File: config.mk
export PLATFORM = sky130hd
export DESIGN_NAME = mult_req_sched
export DESIGN_NICKNAME = d
export VERILOG_FILES = /design/src/rtl/mult_pkg.sv /design/src/rtl/mult_rsp_fifo.sv /design/src/rtl/mult_req_sched.sv
export SDC_FILE = /design/constraint.sdc
export NUM_CORES = 1
export LEC_CHECK = 0
export CORE_AREA = 5 5 342 344
export CTS_BUF_LIST = sky130_fd_sc_hd__clkbuf_8
export CTS_CLUSTER_SIZE = 40
export DETAILED_ROUTE_END_ITERATION = 8
export DIE_AREA = 0 0 347 349
export SYNTH_ARGS = -nofsm -noshare
export SYNTH_HDL_FRONTEND = slang
export SYNTH_SLANG_ARGS = --single-unit
File: constraint.sdc
create_clock -name clk -period 12.4 [get_ports clk]
set_clock_uncertainty 0.15 [all_clocks]
set_input_delay 1.24 -clock clk [delete_from_list [all_inputs] [get_ports clk]]
set_output_delay 1.24 -clock clk [all_outputs]
set_load 0.03 [all_outputs]
File: src/rtl/mult_pkg.sv
// ---------------------------------------------------------------------------
// mult_pkg
//   Shared widths, response record and FSM encoding for the multiplier
//   request scheduler (mult_req_sched) and its response FIFO (mult_rsp_fifo).
//   No ports; imported with `import mult_pkg::*;`.
// ---------------------------------------------------------------------------
package mult_pkg;

  localparam int MUL_W    = 64;   // operand width
  localparam int HALF_W   = 32;   // multiplicand half fed to the array per pass
  localparam int PROD_W   = 128;  // full product width
  localparam int MAX_ID_W = 3;    // widest requester id (NUM_REQ up to 8)

  // One FIFO entry: requester id (zero-extended) and its product.
  typedef struct packed {
    logic [MAX_ID_W-1:0] id;
    logic [PROD_W-1:0]   prod;
  } mult_rsp_t;

  // S_IDLE doubles as the high-half pass whenever a grant is issued.
  typedef enum logic {
    S_IDLE = 1'b0,
    S_LO   = 1'b1
  } mult_state_e;

endpackage

File: src/rtl/mult_rsp_fifo.sv
// ---------------------------------------------------------------------------
// mult_rsp_fifo
//   Synchronous first-word-fall-through FIFO of mult_rsp_t entries.
//   The head entry is visible on o_rdata whenever o_valid is high.
// Ports
//   clk      in   clock, rising edge
//   rst      in   asynchronous reset, active-low
//   i_wr_en  in   push i_wdata (ignored when full without a same-cycle pop)
//   i_wdata  in   entry to push
//   i_rd_en  in   pop the head entry (ignored when empty)
//   o_valid  out  FIFO non-empty
//   o_rdata  out  head entry
//   o_count  out  number of stored entries (0..DEPTH)
// Parameters
//   DEPTH    entries, power of 2
// ---------------------------------------------------------------------------
module mult_rsp_fifo
  import mult_pkg::*;
#(
  parameter int DEPTH = 4
) (
  input  logic                   clk,
  input  logic                   rst,
  input  logic                   i_wr_en,
  input  mult_rsp_t              i_wdata,
  input  logic                   i_rd_en,
  output logic                   o_valid,
  output mult_rsp_t              o_rdata,
  output logic [$clog2(DEPTH):0] o_count
);

  localparam int AW = $clog2(DEPTH);
  localparam logic [AW:0] FULL_CNT = DEPTH[AW:0];

  logic [AW-1:0] r_wr_ptr;
  logic [AW-1:0] r_rd_ptr;
  logic [AW:0]   r_count;
  mult_rsp_t     r_mem [DEPTH];

  logic w_full;
  logic w_do_wr;
  logic w_do_rd;

  assign w_full  = (r_count == FULL_CNT);
  assign o_valid = (r_count != '0);
  assign w_do_rd = i_rd_en & o_valid;
  // A pop in the same cycle frees the slot, so a push into a full FIFO is
  // still accepted then.
  assign w_do_wr = i_wr_en & (~w_full | w_do_rd);

  always_ff @(posedge clk or negedge rst) begin
    if (!rst) begin
      r_wr_ptr <= '0;
      r_rd_ptr <= '0;
      r_count  <= '0;
    end else begin
      if (w_do_wr) r_wr_ptr <= r_wr_ptr + 1'b1;
      if (w_do_rd) r_rd_ptr <= r_rd_ptr + 1'b1;
      case ({w_do_wr, w_do_rd})
        2'b10:   r_count <= r_count + 1'b1;
        2'b01:   r_count <= r_count - 1'b1;
        default: r_count <= r_count;
      endcase
    end
  end

  // Storage needs no reset: entries are only read while counted as valid.
  always_ff @(posedge clk) begin
    if (w_do_wr) r_mem[r_wr_ptr] <= i_wdata;
  end

  assign o_rdata = r_mem[r_rd_ptr];
  assign o_count = r_count;

endmodule

File: src/rtl/mult_req_sched.sv
// ---------------------------------------------------------------------------
// mult_req_sched
//   Round-robin scheduler sharing one two-pass 64x64 multiplier datapath
//   among NUM_REQ requesters. An accepted operation drives the high-half
//   pass in its accept cycle and the low-half pass in the next cycle, then
//   rides an in-flight pipe of DP_LAT stages that lines up with the
//   datapath latency; on pipe exit {id, dp_res} is written into a
//   first-word-fall-through response FIFO.
//
// Handshakes (valid/ready):
//   Request i transfers in a cycle where req_valid[i] & req_ready[i]; the
//   operands are sampled only then. req_ready is a one-hot combinational
//   grant, and req_valid may drop before a grant without effect.
//   A response transfers in a cycle where rsp_valid & rsp_ready;
//   rsp_id/rsp_prod hold while rsp_valid & ~rsp_ready.
//
// Ports
//   clk, rst                  clock (rising) / async active-low reset
//   req_valid/req_a/req_b     per-requester request, 64-bit slices
//   req_ready                 one-hot accept strobe
//   dp_a_half/dp_b/dp_first   datapath pass drive (dp_first=1: high pass)
//   dp_res                    datapath product, DP_LAT after the low pass
//   rsp_valid/rsp_ready       response handshake
//   rsp_id/rsp_prod           head response
//   busy                      any operation in flight or FIFO non-empty
//   stat_ops/stat_stall       (MULT_REQ_SCHED_STATS_EN only) counters
//   dbg_state                 current FSM state
// Configuration
//   MULT_REQ_SCHED_STATS_EN   adds stat_ops (completed pushes) and
//                             stat_stall (IDLE cycles blocked on credit)
// ---------------------------------------------------------------------------
module mult_req_sched
  import mult_pkg::*;
#(
  parameter int NUM_REQ   = 4,
  parameter int ID_W      = $clog2(NUM_REQ),
  parameter int DP_LAT    = 3,
  parameter int RSP_DEPTH = 4
) (
  input  logic                     clk,
  input  logic                     rst,
  input  logic [NUM_REQ-1:0]       req_valid,
  input  logic [NUM_REQ*MUL_W-1:0] req_a,
  input  logic [NUM_REQ*MUL_W-1:0] req_b,
  output logic [NUM_REQ-1:0]       req_ready,
  output logic [HALF_W-1:0]        dp_a_half,
  output logic [MUL_W-1:0]         dp_b,
  output logic                     dp_first,
  input  logic [PROD_W-1:0]        dp_res,
  output logic                     rsp_valid,
  input  logic                     rsp_ready,
  output logic [ID_W-1:0]          rsp_id,
  output logic [PROD_W-1:0]        rsp_prod,
  output logic                     busy,
`ifdef MULT_REQ_SCHED_STATS_EN
  output logic [31:0]              stat_ops,
  output logic [31:0]              stat_stall,
`endif
  output mult_state_e              dbg_state
);

  mult_state_e r_state;
  mult_state_e w_state_nxt;

  logic [ID_W-1:0]   r_rr_ptr;
  logic [ID_W-1:0]   r_gid;
  logic [HALF_W-1:0] r_a_lo;
  logic [MUL_W-1:0]  r_b;

  // In-flight pipe: stage k holds an op pushed k+1 cycles ago.
  logic [DP_LAT-1:0]           r_pipe_v;
  logic [DP_LAT-1:0][ID_W-1:0] r_pipe_id;

  logic [MUL_W-1:0] w_a_arr [NUM_REQ];
  logic [MUL_W-1:0] w_b_arr [NUM_REQ];

  logic [2*NUM_REQ-1:0] w_rot;
  logic                 w_pick_vld;
  logic [ID_W-1:0]      w_gid;
  logic [ID_W-1:0]      w_rr_nxt;
  logic                 w_grant;
  logic                 w_push_pipe;
  logic                 w_pipe_exit;
  int                   w_credit;
  logic                 w_credit_ok;

  logic [$clog2(RSP_DEPTH):0] w_fifo_count;
  mult_rsp_t                  w_wdata;
  mult_rsp_t                  w_rdata;
  logic                       w_unused_id;

  for (genvar gi = 0; gi < NUM_REQ; gi++) begin : g_unpack
    assign w_a_arr[gi] = req_a[gi*MUL_W +: MUL_W];
    assign w_b_arr[gi] = req_b[gi*MUL_W +: MUL_W];
  end

  // Rotating the doubled request vector by the pointer turns "first at or
  // after the pointer, wrapping" into a plain lowest-index search.
  always_comb begin
    w_rot      = {req_valid, req_valid} >> r_rr_ptr;
    w_pick_vld = 1'b0;
    w_gid      = '0;
    for (int k = 0; k < NUM_REQ; k++) begin
      if (!w_pick_vld && w_rot[k]) begin
        w_pick_vld = 1'b1;
        w_gid      = ID_W'((int'(r_rr_ptr) + k) % NUM_REQ);
      end
    end
  end

  assign w_rr_nxt = (int'(w_gid) == NUM_REQ - 1) ? '0 : w_gid + 1'b1;

  // Every op past its accept cycle owns a FIFO slot until popped, so the
  // FIFO can never be asked to take more than it holds.
  assign w_credit = RSP_DEPTH - int'(w_fifo_count) - $countones(r_pipe_v)
                    - ((r_state == S_LO) ? 1 : 0);
  assign w_credit_ok = (w_credit > 0);

  // rst gates the grant so req_ready stays low while reset is held.
  assign w_grant = rst & (r_state == S_IDLE) & w_pick_vld & w_credit_ok;

  always_ff @(posedge clk or negedge rst) begin
    if (!rst) r_state <= S_IDLE;
    else      r_state <= w_state_nxt;
  end

  always_comb begin
    w_state_nxt = r_state;
    req_ready   = '0;
    dp_first    = 1'b1;
    dp_a_half   = '0;
    dp_b        = '0;
    w_push_pipe = 1'b0;
    unique case (r_state)
      S_IDLE: begin
        if (w_grant) begin
          req_ready[w_gid] = 1'b1;
          dp_a_half        = w_a_arr[w_gid][MUL_W-1:HALF_W];
          dp_b             = w_b_arr[w_gid];
          w_state_nxt      = S_LO;
        end
      end
      S_LO: begin
        dp_first    = 1'b0;
        dp_a_half   = r_a_lo;
        dp_b        = r_b;
        w_push_pipe = 1'b1;
        w_state_nxt = S_IDLE;
      end
      default: w_state_nxt = S_IDLE;
    endcase
  end

  always_ff @(posedge clk or negedge rst) begin
    if (!rst) begin
      r_rr_ptr  <= '0;
      r_gid     <= '0;
      r_a_lo    <= '0;
      r_b       <= '0;
      r_pipe_v  <= '0;
      r_pipe_id <= '0;
    end else begin
      if (w_grant) begin
        r_rr_ptr <= w_rr_nxt;
        r_gid    <= w_gid;
        r_a_lo   <= w_a_arr[w_gid][HALF_W-1:0];
        r_b      <= w_b_arr[w_gid];
      end
      r_pipe_v[0]  <= w_push_pipe;
      r_pipe_id[0] <= r_gid;
      for (int k = 1; k < DP_LAT; k++) begin
        r_pipe_v[k]  <= r_pipe_v[k-1];
        r_pipe_id[k] <= r_pipe_id[k-1];
      end
    end
  end

  // The last pipe stage is valid exactly in the cycle dp_res carries its
  // product, so the product is written straight into the FIFO.
  assign w_pipe_exit  = r_pipe_v[DP_LAT-1];
  assign w_wdata.id   = MAX_ID_W'(r_pipe_id[DP_LAT-1]);
  assign w_wdata.prod = dp_res;

  mult_rsp_fifo #(
    .DEPTH (RSP_DEPTH)
  ) u_rsp_fifo (
    .clk     (clk),
    .rst     (rst),
    .i_wr_en (w_pipe_exit),
    .i_wdata (w_wdata),
    .i_rd_en (rsp_ready),
    .o_valid (rsp_valid),
    .o_rdata (w_rdata),
    .o_count (w_fifo_count)
  );

  assign rsp_id      = ID_W'(w_rdata.id);
  assign rsp_prod    = w_rdata.prod;
  assign w_unused_id = ^w_rdata.id;

  assign busy      = (r_state == S_LO) | (|r_pipe_v) | (w_fifo_count != '0);
  assign dbg_state = r_state;

`ifdef MULT_REQ_SCHED_STATS_EN
  logic [31:0] r_stat_ops;
  logic [31:0] r_stat_stall;

  always_ff @(posedge clk or negedge rst) begin
    if (!rst) begin
      r_stat_ops   <= '0;
      r_stat_stall <= '0;
    end else begin
      if (w_pipe_exit) r_stat_ops <= r_stat_ops + 32'd1;
      if ((r_state == S_IDLE) && (|req_valid) && !w_credit_ok)
        r_stat_stall <= r_stat_stall + 32'd1;
    end
  end

  assign stat_ops   = r_stat_ops;
  assign stat_stall = r_stat_stall;
`endif

endmodule
==> qor.csv, run 1 <==
stage,metric,value,unit
sta,worstMarginPinSlew,1090,ps
critical_path,worstSetupEndpointType,output port,
min_path,hp-start,r_pipe_id[1]$_DFF_PN0_,
placement,place_inst,3840,
sta,setup_slack,4460,ps
die,rows,124,
final_layout,num-nets-final,3104,
synth,ys.warnings.count,0,
die,die_h,349,um
power_and_ir_drop,p_leak,0.0145,uW
clock_tree,ctsHoldBuffers,0,
die,start_util,24.4,%
drt,firstDrtPassIters,6,
critical_path,crit_cells,12,
critical_path,crit_top_cell,fa_1,
drt,antenna_left,0,
power_and_ir_drop,intPower,5610,uW
sta,rsz0062_at_grt,false,
synth,yosysSeqAreaShare,67.0,%
final_layout,design_area,40200,um2
final_layout,final_common_cell,clkdlybuf4s50_1,
synth,synth_area,27700,um2
clock_tree,cts.path.max_buffers,3,
min_path,hold_path_depth,0,
synth,ys_types,37,
synth,yosys_most_used_dff,edfxtp_1,
drt,routed_via_density,4.74,
sta,hold_violations,0,
global_routing,grt_pass1_wl,163000,um
sta,holdWs,180,ps
critical_path,cp_num_buf_inv,5,
die,coreArea,114000,um2
placement,port_buffers,880,
clock_tree,cts_resized,0,
clock_tree,clk_pin_slew_worst_paths,70,ps
drt,drt-initial-drc-count,1460,
critical_path,cp.arrival,6550,ps
sta,setup_violations,0,
placement,place.gp.congestion,0.943,
final_layout,final_cells,4090,
global_routing,grt_max_degree,114,
power_and_ir_drop,ir_drop,0.000159,V
synth,synth-edff-count,520,
critical_path,slowest_stage,buf_4,
clock_tree,numClockSinks,637,
synth,syn_nets,2208,
sta,min_period_over_period,64.0,%
sta,finalCriticalPeriod,7940,ps
critical_path,r2r-start,r_pipe_v[0]$_DFF_PN0_,
clock_tree,numCtsBuffers,111,
placement,placed_cell_area,38000,um2
drt,wl_per_cell,29.5,um
die,dieArea,121000,um2
sta,slew-limit-headroom,27.3,%
critical_path,crit_type,reg2out,
synth,syn_inst,1545,
clock_tree,cts_setup_buffers,0,
synth,synth_area_per_cell,17.9,um2
final_layout,syn_to_final_growth,45.4,%
drt,drt-total-wl,120000,um
drt,drcViolationCount,0,
power_and_ir_drop,seq_power_share,31.5,%
sta,slew_violations,0,
die,die_w,347,um
min_path,hp-class,reg2reg,
critical_path,cpLargestDelayFamily,buffers and inverters,
die,ioPinCount,881,
sta,fin_setup_tns,0,ps
critical_path,r2r.worst_path.cells,11,
sta,fmaxAchievable,126,MHz
clock_tree,cts_tree,built,
clock_tree,cts_root_buffer,clkbuf_8,
critical_path,start_kind,flop,
global_routing,track_usage,19.1,%
global_routing,first_global_vias,19700,
critical_path,cp_max_fo,85,
power_and_ir_drop,p_per_area,233,nW/um2
placement,pre_cts_slack,5000,ps
critical_path,critical_path.max_stage_delay,810,ps
synth,ys_ff_latch,637,
status,outcome,"complete, no violations",
drt,via_count,19400,
critical_path,critPathRequiredTime,11010,ps
power_and_ir_drop,power_frac_clock,19.9,%
clock_tree,h-tree-depth,3,
power_and_ir_drop,switching_share,40.1,%
power_and_ir_drop,comb_power_share,48.5,%
critical_path,cp-startpoint,r_pipe_v[0]$_DFF_PN0_,
run,cap_violations,0,
global_routing,overflow,0,
final_layout,final_cell_mix,"clkdlybuf4s50_1 (879), edfxtp_1 (520), mux2i_1 (193)",
final_layout,fillers,10900,
global_routing,antenna_found_initial,88,
final_layout,drive_above_1_share,13.5,%
placement,dp_hpwl,92000,um
critical_path,worstPathCellList,"fa_1, fa_1, inv_1, fa_1, nand3b_1, nand4_1, buf_4, inv_2, nand2_8, buf_4, o221ai_1, clkdlybuf4s50_1",
clock_tree,clock_latency,730,ps
synth,postSynth.asyncResetShare,18.4,%
power_and_ir_drop,netSwitchingPower,3760,uW
-- Yosys cell counts, drive strengths merged, types with 2 or more instances --
cell	n	area (um2)
buf	69	448
fa	4	80.1
o21ai	6	30.0
a22o	32	280
inv	14	52.6
and2	7	43.8
dfrtp	117	2930
mux4	162	3650
o221ai	161	1430
nand3b	3	22.5
edfxtp	520	15600
xnor2	6	52.6
ha	12	150
a21boi	2	15.0
mux2i	194	1950
clkbuf	50	188
nor4	2	12.5
nand2	173	652
-- layout make-up --
type / count / area (um2) / area share (%)
Antenna cell: 41 / 103 / 0.255
Clock inverter: 94 / 561 / 1.39
Sequential cell: 637 / 18600 / 46.1
Multi-Input combinational cell: 775 / 8470 / 21.1
Tap cell: 1512 / 1890 / 4.70
Clock buffer: 115 / 1580 / 3.94
Inverter: 14 / 52.6 / 0.131
Timing Repair Buffer: 902 / 9000 / 22.4
-- stage by stage --
step	utilization (%)	total power, uW
2_1_floorplan	-	5770
3_3_place_gp	33.4	7580
3_5_place_dp	33.4	7590
4_1_cts	35.3	9520
5_1_grt	35.4	9850
6_report	35.4	9370
-- kinds of logic (layout without fill, tap and decap cells) --
group           Yosys count  after routing  synth area share (%)
buf+inv                 133           1125                  2.49
compound gates          205            205                  6.43
flops                   637            637                  67.0
other cells               0             41                     0
fa+ha+maj                16             16                 0.832
simple gates            191            191                  2.76
mux                     357            357                  20.3
xor+xnor                  6              6                 0.190
-- power by group through the flow --
stage | Clock (uW) | Combinational (uW) | Sequential, uW
floorplan | 0 | 2880 | 2900
global placement | 0 | 4580 | 3000
detailed placement | 0 | 4590 | 3000
CTS | 1950 | 4610 | 2960
global route | 2050 | 4800 | 3000
finish | 1870 | 4550 | 2960
-- state kept, by name, indices dropped and copies added, names as in the netlist --
name / cells
dbg_state: 1
r_pipe_v: 3
u_rsp_fifo.r_wr_ptr: 2
r_pipe_id: 6
r_gid: 2
r_b: 64
u_rsp_fifo.r_rd_ptr: 2
r_a_lo: 32
u_rsp_fifo.r_mem: 520
r_rr_ptr: 2
u_rsp_fifo.o_count: 3
-- final timing paths --
kind	to	slack [ps]
setup / recovery	dp_b[36]	4460
hold / removal	r_pipe_id[3]$_DFF_PN0_	180
setup reg to reg	r_b[32]$_DFFE_PN0P_	7110
hold reg to reg	r_pipe_id[3]$_DFF_PN0_	180
max in group asynchronous	r_b[35]$_DFFE_PN0P_	10360
min in group asynchronous	r_a_lo[19]$_DFFE_PN0P_	340
-- per-layer routing --
metal	track usage, %	up-vias	share of wire [%]
li1	-	8267	-
met2	34.1	1019	51
met5	0	-	0.030
met1	20.9	9815	35
met3	5.43	284	8.1
met4	9.13	6	6.1
(Power assumes the default switching activity.)
==> run 2: changes to the inputs <==
CORE_AREA = 5 5 343 345   (was 5 5 342 344)
DIE_AREA = 0 0 348 350   (was 0 0 347 349)
clock period = 7.3 ns   (was 12.4 ns; I/O delays follow)
==> run 2 against run 1 <==
Effect of this change:
- register-to-register slack got worse by 4400 ps
- routed wire length is 0.11% lower
- sequential share of layout area decreased by 0.16 points
- critical path depth grew 1
- critical path type unchanged
- critical endpoint is now dp_b[11]
- largest power group unchanged
==> qor.csv, run 2 (synthesis gave the netlist of run 1 again) <==
stage,metric,value,unit,change
status,outcome,"complete, no violations",,
drt,antenna_left,0,,unchanged
sta,setup_slack,904,ps,-3560 ps
drt,drcViolationCount,0,,unchanged
clock_tree,cts.path.max_buffers,3,,unchanged
power_and_ir_drop,fin_total_pwr,16100,uW,+71%
placement,pre_cts_slack,1730,ps,-3270 ps
critical_path,crit_type,reg2out,,
critical_path,r2r.worst_path.cells,12,,+1
final_layout,final_cells,4086,,-0.098%
critical_path,cp_max_fo,111,,+31%
die,die_h,350,um,+0.29%
critical_path,worstPathCellList,"fa_1, fa_1, inv_1, fa_1, xnor2_1, nand3b_1, nand4_1, buf_4, inv_2, buf_4, nand2_8, o221ai_1, clkdlybuf4s50_1",,
min_path,hold-path-endpoint,r_pipe_id[3]$_DFF_PN0_,,
placement,place_inst,3849,,+0.23%
sta,slew-limit-headroom,6.41,%,-21 points
final_layout,final_cell_mix,"clkdlybuf4s50_1 (875), edfxtp_1 (520), mux2i_1 (193)",,
critical_path,slowest_stage,clkdlybuf4s50_1,,
final_layout,largest_registers,"u_rsp_fifo.r_mem x520, r_b x64, r_a_lo x32",,
placement,port_buffers,880,,unchanged
clock_tree,numClockSinks,637,,unchanged
sta,worstMarginPinSlew,1360,ps,+275 ps
critical_path,cp.arrival,5520,ps,-1030 ps
clock_tree,cts_tree,built,,
sta,setup_violations,0,,unchanged
critical_path,cp_num_buf_inv,5,,unchanged
final_layout,drive_above_1_share,13.9,%,+0.37 points
die,coreArea,114000,um2,+0.27%
critical_path,cpLargestDelayFamily,buffers and inverters,,
power_and_ir_drop,p_leak,0.0145,uW,about the same
sta,hold_violations,0,,unchanged
power_and_ir_drop,ir_drop,0.000305,V,+92%
min_path,hp-start,r_pipe_id[1]$_DFF_PN0_,,
global_routing,grt_pass1_wl,161000,um,-0.74%
clock_tree,cts_setup_buffers,0,,unchanged
critical_path,r2r_slack,2710,ps,-4400 ps
drt,drt-total-wl,120000,um,-0.11%
final_layout,syn_to_final_growth,45.9,%,
critical_path,r2r-start,r_pipe_v[0]$_DFF_PN0_,,
drt,firstDrtPassIters,5,,-1
sta,fmaxAchievable,156,MHz,
power_and_ir_drop,p_per_area,398,nW/um2,+71%
critical_path,crit_top_cell,fa_1,,
sta,fin_setup_tns,0,ps,unchanged
clock_tree,h-tree-depth,3,,unchanged
die,rows,124,,unchanged
global_routing,track_usage,18.9,%,-0.14 points
die,die_w,348,um,+0.29%
global_routing,antenna_found_initial,99,,+13%
placement,dp_hpwl,91500,um,-0.60%
critical_path,critPathRequiredTime,6420,ps,-4590 ps
drt,routed_via_density,4.75,,+0.24%
placement,place.gp.congestion,0.975,,+3.4%
global_routing,grt_max_degree,131,,+15%
drt,via_count,19400,,+0.14%
sta,holdWs,196,ps,+16.1 ps
die,start_util,24.3,%,-0.066 points
global_routing,overflow,0,,unchanged
drt,wl_per_cell,29.5,um,about the same
sta,rsz0062_at_grt,false,,
final_layout,largest_reg_flops,520,,unchanged
critical_path,worstSetupEndpointType,output port,,
min_path,hp-class,reg2reg,,
global_routing,first_global_vias,20100,,+2.0%
drt,drt-initial-drc-count,1674,,+15%
final_layout,regMostFlops,u_rsp_fifo.r_mem,,
final_layout,num-nets-final,3113,,+0.29%
final_layout,final_common_cell,clkdlybuf4s50_1,,
clock_tree,clock_latency,740,ps,about the same
sta,slew_violations,0,,unchanged
clock_tree,numCtsBuffers,110,,-0.90%
critical_path,r2r_end,r_b[61]$_DFFE_PN0P_,,
clock_tree,cts_root_buffer,clkbuf_8,,
min_path,hold_path_depth,0,,unchanged
die,ioPinCount,881,,unchanged
run,cap_violations,0,,unchanged
sta,min_period_over_period,87.6,%,
die,dieArea,122000,um2,+0.58%
critical_path,critical_path.max_stage_delay,760,ps,-50 ps
critical_path,start_kind,flop,,
sta,finalCriticalPeriod,6400,ps,
clock_tree,clk_pin_slew_worst_paths,60,ps,about the same
==> run 2: power breakdown <==
part | leakage (uW) | switching [uW] | internal (uW)
registers | 0.00616 | 415 | 4650
clock network | 0.00121 | 1490 | 1730
logic | 0.00711 | 4520 | 3260
total | 0.0145 | 6420 | 9650
==> run 2: what timing repair did <==
action | in CTS | in global routing
hold buffers | 1 | 0
hold endpoints to repair | 52 | 0
resized for setup | 0 | 0
==> run 2: layout make-up <==
class | instances | area (um2)
Antenna cell | 40 | 100
Clock buffer | 114 | 1570
Clock inverter | 82 | 586
Fill cell | 10900 | 73500
Inverter | 14 | 52.6
Multi-Input combinational cell | 775 | 8470
Sequential cell | 637 | 18600
Tap cell | 1512 | 1890
Timing Repair Buffer | 912 | 9130
==> run 2: how the worst max path moves through the flow <==
| stage | from | end | depth (start not counted) |
|---|---|---|---|
| after floorplan | u_rsp_fifo.o_count[0]$_DFFE_PN0P_ | u_rsp_fifo.r_mem[0][0]$_DFFE_PP_ | 7 |
| after global placement | r_pipe_v[0]$_DFF_PN0_ | dp_b[11] | 13 |
| after detailed placement | r_pipe_v[0]$_DFF_PN0_ | dp_b[11] | 13 |
| after CTS | r_pipe_v[0]$_DFF_PN0_ | dp_b[11] | 13 |
| after global routing | r_pipe_v[0]$_DFF_PN0_ | dp_b[11] | 13 |
| final | r_pipe_v[0]$_DFF_PN0_ | dp_b[11] | 13 |
==> run 2: routing by layer <==
| layer | track usage, % | vias to the layer above | wire (um) |
|---|---|---|---|
| met5 | 0 | - | 71 |
| met4 | 9.88 | 10 | 6520 |
| met3 | 4.96 | 289 | 8950 |
| met2 | 33.7 | 1138 | 62500 |
| met1 | 20.8 | 9737 | 42300 |
| li1 | - | 8244 | - |
==> run 2: through the flow <==
step,util [%],cell area (um2)
2_1_floorplan,-,27700
3_3_place_gp,33.4,38100
3_5_place_dp,33.4,38100
4_1_cts,35.3,40300
5_1_grt,35.4,40300
6_report,35.4,40400
==> run 3: changes to the inputs <==
CORE_AREA = 2 2 340 342   (was 5 5 343 345)
DIE_AREA = 0 0 342 344   (was 0 0 348 350)
==> run 3 against run 2 <==
Effect of this change:
- total power is 0.13% higher
- non-clock buffer count is 5 lower
- sequential power is 2% lower
- sequential share of layout area hardly changed
- critical path depth is 1 lower
==> qor.csv, run 3 (synthesis gave the netlist of run 1 again) <==
stage,metric,value,unit,change
global_routing,overflow,0,,unchanged
critical_path,r2r.worst_path.cells,12,,unchanged
drt,wl_per_cell,29.0,um,-1.5%
critical_path,worstPathCellList,"fa_1, fa_1, inv_1, fa_1, xnor2_1, nand3b_1, nand4_1, inv_2, nand2_8, buf_4, o221ai_1, clkdlybuf4s50_1",,
clock_tree,cts.path.max_buffers,3,,unchanged
drt,routed_via_density,4.72,,-0.69%
placement,place.gp.congestion,0.955,,-2.1%
final_layout,largest_reg_flops,520,,unchanged
status,outcome,"complete, no violations",,
clock_tree,cts_root_buffer,clkbuf_8,,
die,dieArea,118000,um2,-3.4%
power_and_ir_drop,p_per_area,398,nW/um2,about the same
die,ioPinCount,881,,unchanged
drt,drt-initial-drc-count,1336,,-20%
global_routing,track_usage,19.4,%,+0.47 points
critical_path,cpLargestDelayFamily,buffers and inverters,,
critical_path,critPathRequiredTime,6420,ps,about the same
clock_tree,cts_setup_buffers,0,,unchanged
sta,rsz0062_at_grt,false,,
critical_path,crit_cells,12,,-1
global_routing,grt_max_degree,118,,-9.9%
final_layout,design_area,40400,um2,+0.11%
critical_path,cp_max_fo,100,,-9.9%
final_layout,largest_registers,"u_rsp_fifo.r_mem x520, r_b x64, r_a_lo x32",,
die,die_h,344,um,-1.7%
clock_tree,numCtsBuffers,112,,+1.8%
placement,pre_cts_slack,1830,ps,+103 ps
drt,drt-total-wl,119000,um,-1.5%
critical_path,cp_num_buf_inv,4,,-1
critical_path,slowest_stage,clkdlybuf4s50_1,,
final_layout,num-nets-final,3110,,-0.096%
sta,finalCriticalPeriod,6240,ps,-154 ps
die,coreArea,114000,um2,unchanged
sta,slew_violations,0,,unchanged
critical_path,worstSetupEndpointType,output port,,
die,die_w,342,um,-1.7%
sta,fmaxAchievable,160,MHz,+2.5%
final_layout,final_util,35.5,%,+0.039 points
global_routing,grt_pass1_wl,158000,um,-1.8%
critical_path,crit_type,reg2out,,
critical_path,start_kind,flop,,
final_layout,drive_above_1_share,13.9,%,+0.034 points
sta,slew-limit-headroom,19.6,%,+13 points
final_layout,syn_to_final_growth,46.0,%,
min_path,hold_path_depth,0,,unchanged
drt,antenna_left,0,,unchanged
drt,firstDrtPassIters,5,,unchanged
sta,hold_violations,0,,unchanged
global_routing,antenna_found_initial,92,,-7.1%
drt,via_count,19300,,-0.64%
drt,drcViolationCount,0,,unchanged
final_layout,final_common_cell,clkdlybuf4s50_1,,
critical_path,crit_top_cell,fa_1,,
placement,dp_hpwl,88900,um,-2.8%
final_layout,regMostFlops,u_rsp_fifo.r_mem,,
sta,setup_violations,0,,unchanged
power_and_ir_drop,ir_drop,0.000282,V,-7.8%
sta,setup_slack,1060,ps,+154 ps
global_routing,first_global_vias,19900,,-0.98%
final_layout,final_cell_mix,"clkdlybuf4s50_1 (878), edfxtp_1 (520), mux2i_1 (193)",,
clock_tree,clock_latency,760,ps,+20 ps
placement,port_buffers,880,,unchanged
critical_path,critical_path.max_stage_delay,750,ps,about the same
sta,worstMarginPinSlew,1210,ps,-159 ps
critical_path,cp.arrival,5360,ps,-160 ps
min_path,hp-class,reg2reg,,
sta,fin_setup_tns,0,ps,unchanged
clock_tree,numClockSinks,637,,unchanged
die,rows,124,,unchanged
sta,holdWs,193,ps,-3.19 ps
clock_tree,clk_pin_slew_worst_paths,60,ps,about the same
sta,min_period_over_period,85.5,%,-2.1 points
clock_tree,cts_tree,built,,
placement,placed_cell_area,38100,um2,about the same
final_layout,fillers,10900,,+0.21%
clock_tree,h-tree-depth,3,,unchanged
die,start_util,24.3,%,unchanged
power_and_ir_drop,p_leak,0.0145,uW,about the same
run,cap_violations,0,,unchanged
-- run 3: cell count changes in the layout (fill, tap and decap cells not counted), sizes merged --
cell           before  now
buf                36   28
inv                51   50
clkdlybuf4s50     875  878
clkbuf            114  115
clkinv             34   38
diode              40   41
bufinv              8    7
clkinvlp            3    6
-- run 3: report_power, final --
group	internal (uW)	switching [uW]	total (uW)
clock	1720	1540	3260
combinational	3280	4550	7830
sequential	4650	343	4990
-- run 3: path summary, 6_finish.rpt --
path | slack, ps | end | start
setup / recovery | 1060 | dp_b[36] | r_pipe_v[0]$_DFF_PN0_
hold reg to reg | 190 | r_pipe_id[4]$_DFF_PN0_ | r_pipe_id[2]$_DFF_PN0_
setup reg to reg | 3060 | r_b[43]$_DFFE_PN0P_ | r_pipe_v[0]$_DFF_PN0_
hold / removal | 190 | r_pipe_id[4]$_DFF_PN0_ | r_pipe_id[2]$_DFF_PN0_
max in group asynchronous | 5170 | r_b[1]$_DFFE_PN0P_ | rst
min in group asynchronous | 370 | r_a_lo[14]$_DFFE_PN0P_ | rst
-- run 3: layout make-up --
cell class	count	area (um2)	share of cell area, %
flip-flops and latches	637	18600	45.9
inverters	14	52.6	0.130
diodes	41	103	0.254
clock inverters	87	606	1.50
multi-input cells	775	8470	21.0
repair buffers	907	9140	22.6
well taps	1512	1890	4.68
clock buffers	115	1580	3.92
-- run 3: per-stage QoR --
step | total power, uW | instances
floorplan | 9810 | 1545
global placement | 12900 | 3844
detailed placement | 12900 | 3844
CTS | 16300 | 4047
global route | 16800 | 4085
finish | 16100 | 4088
-- run 3: routing by layer --
layer | GRT usage (%) | share of wire (%) | wire [um] | vias to the layer above
li1 | - | - | - | 8257
met1 | 21.1 | 35 | 42000 | 9661
met2 | 32.7 | 50 | 59000 | 1052
met3 | 5.59 | 7.9 | 9350 | 311
met4 | 13.4 | 6.9 | 8200 | 12
met5 | 0 | 0.062 | 74 | -
-- run 3: timing repair --
item	4_1_cts	5_1_grt
gates resized for setup	0	0
hold buffers	1	0
endpoints found under the hold margin	51	0
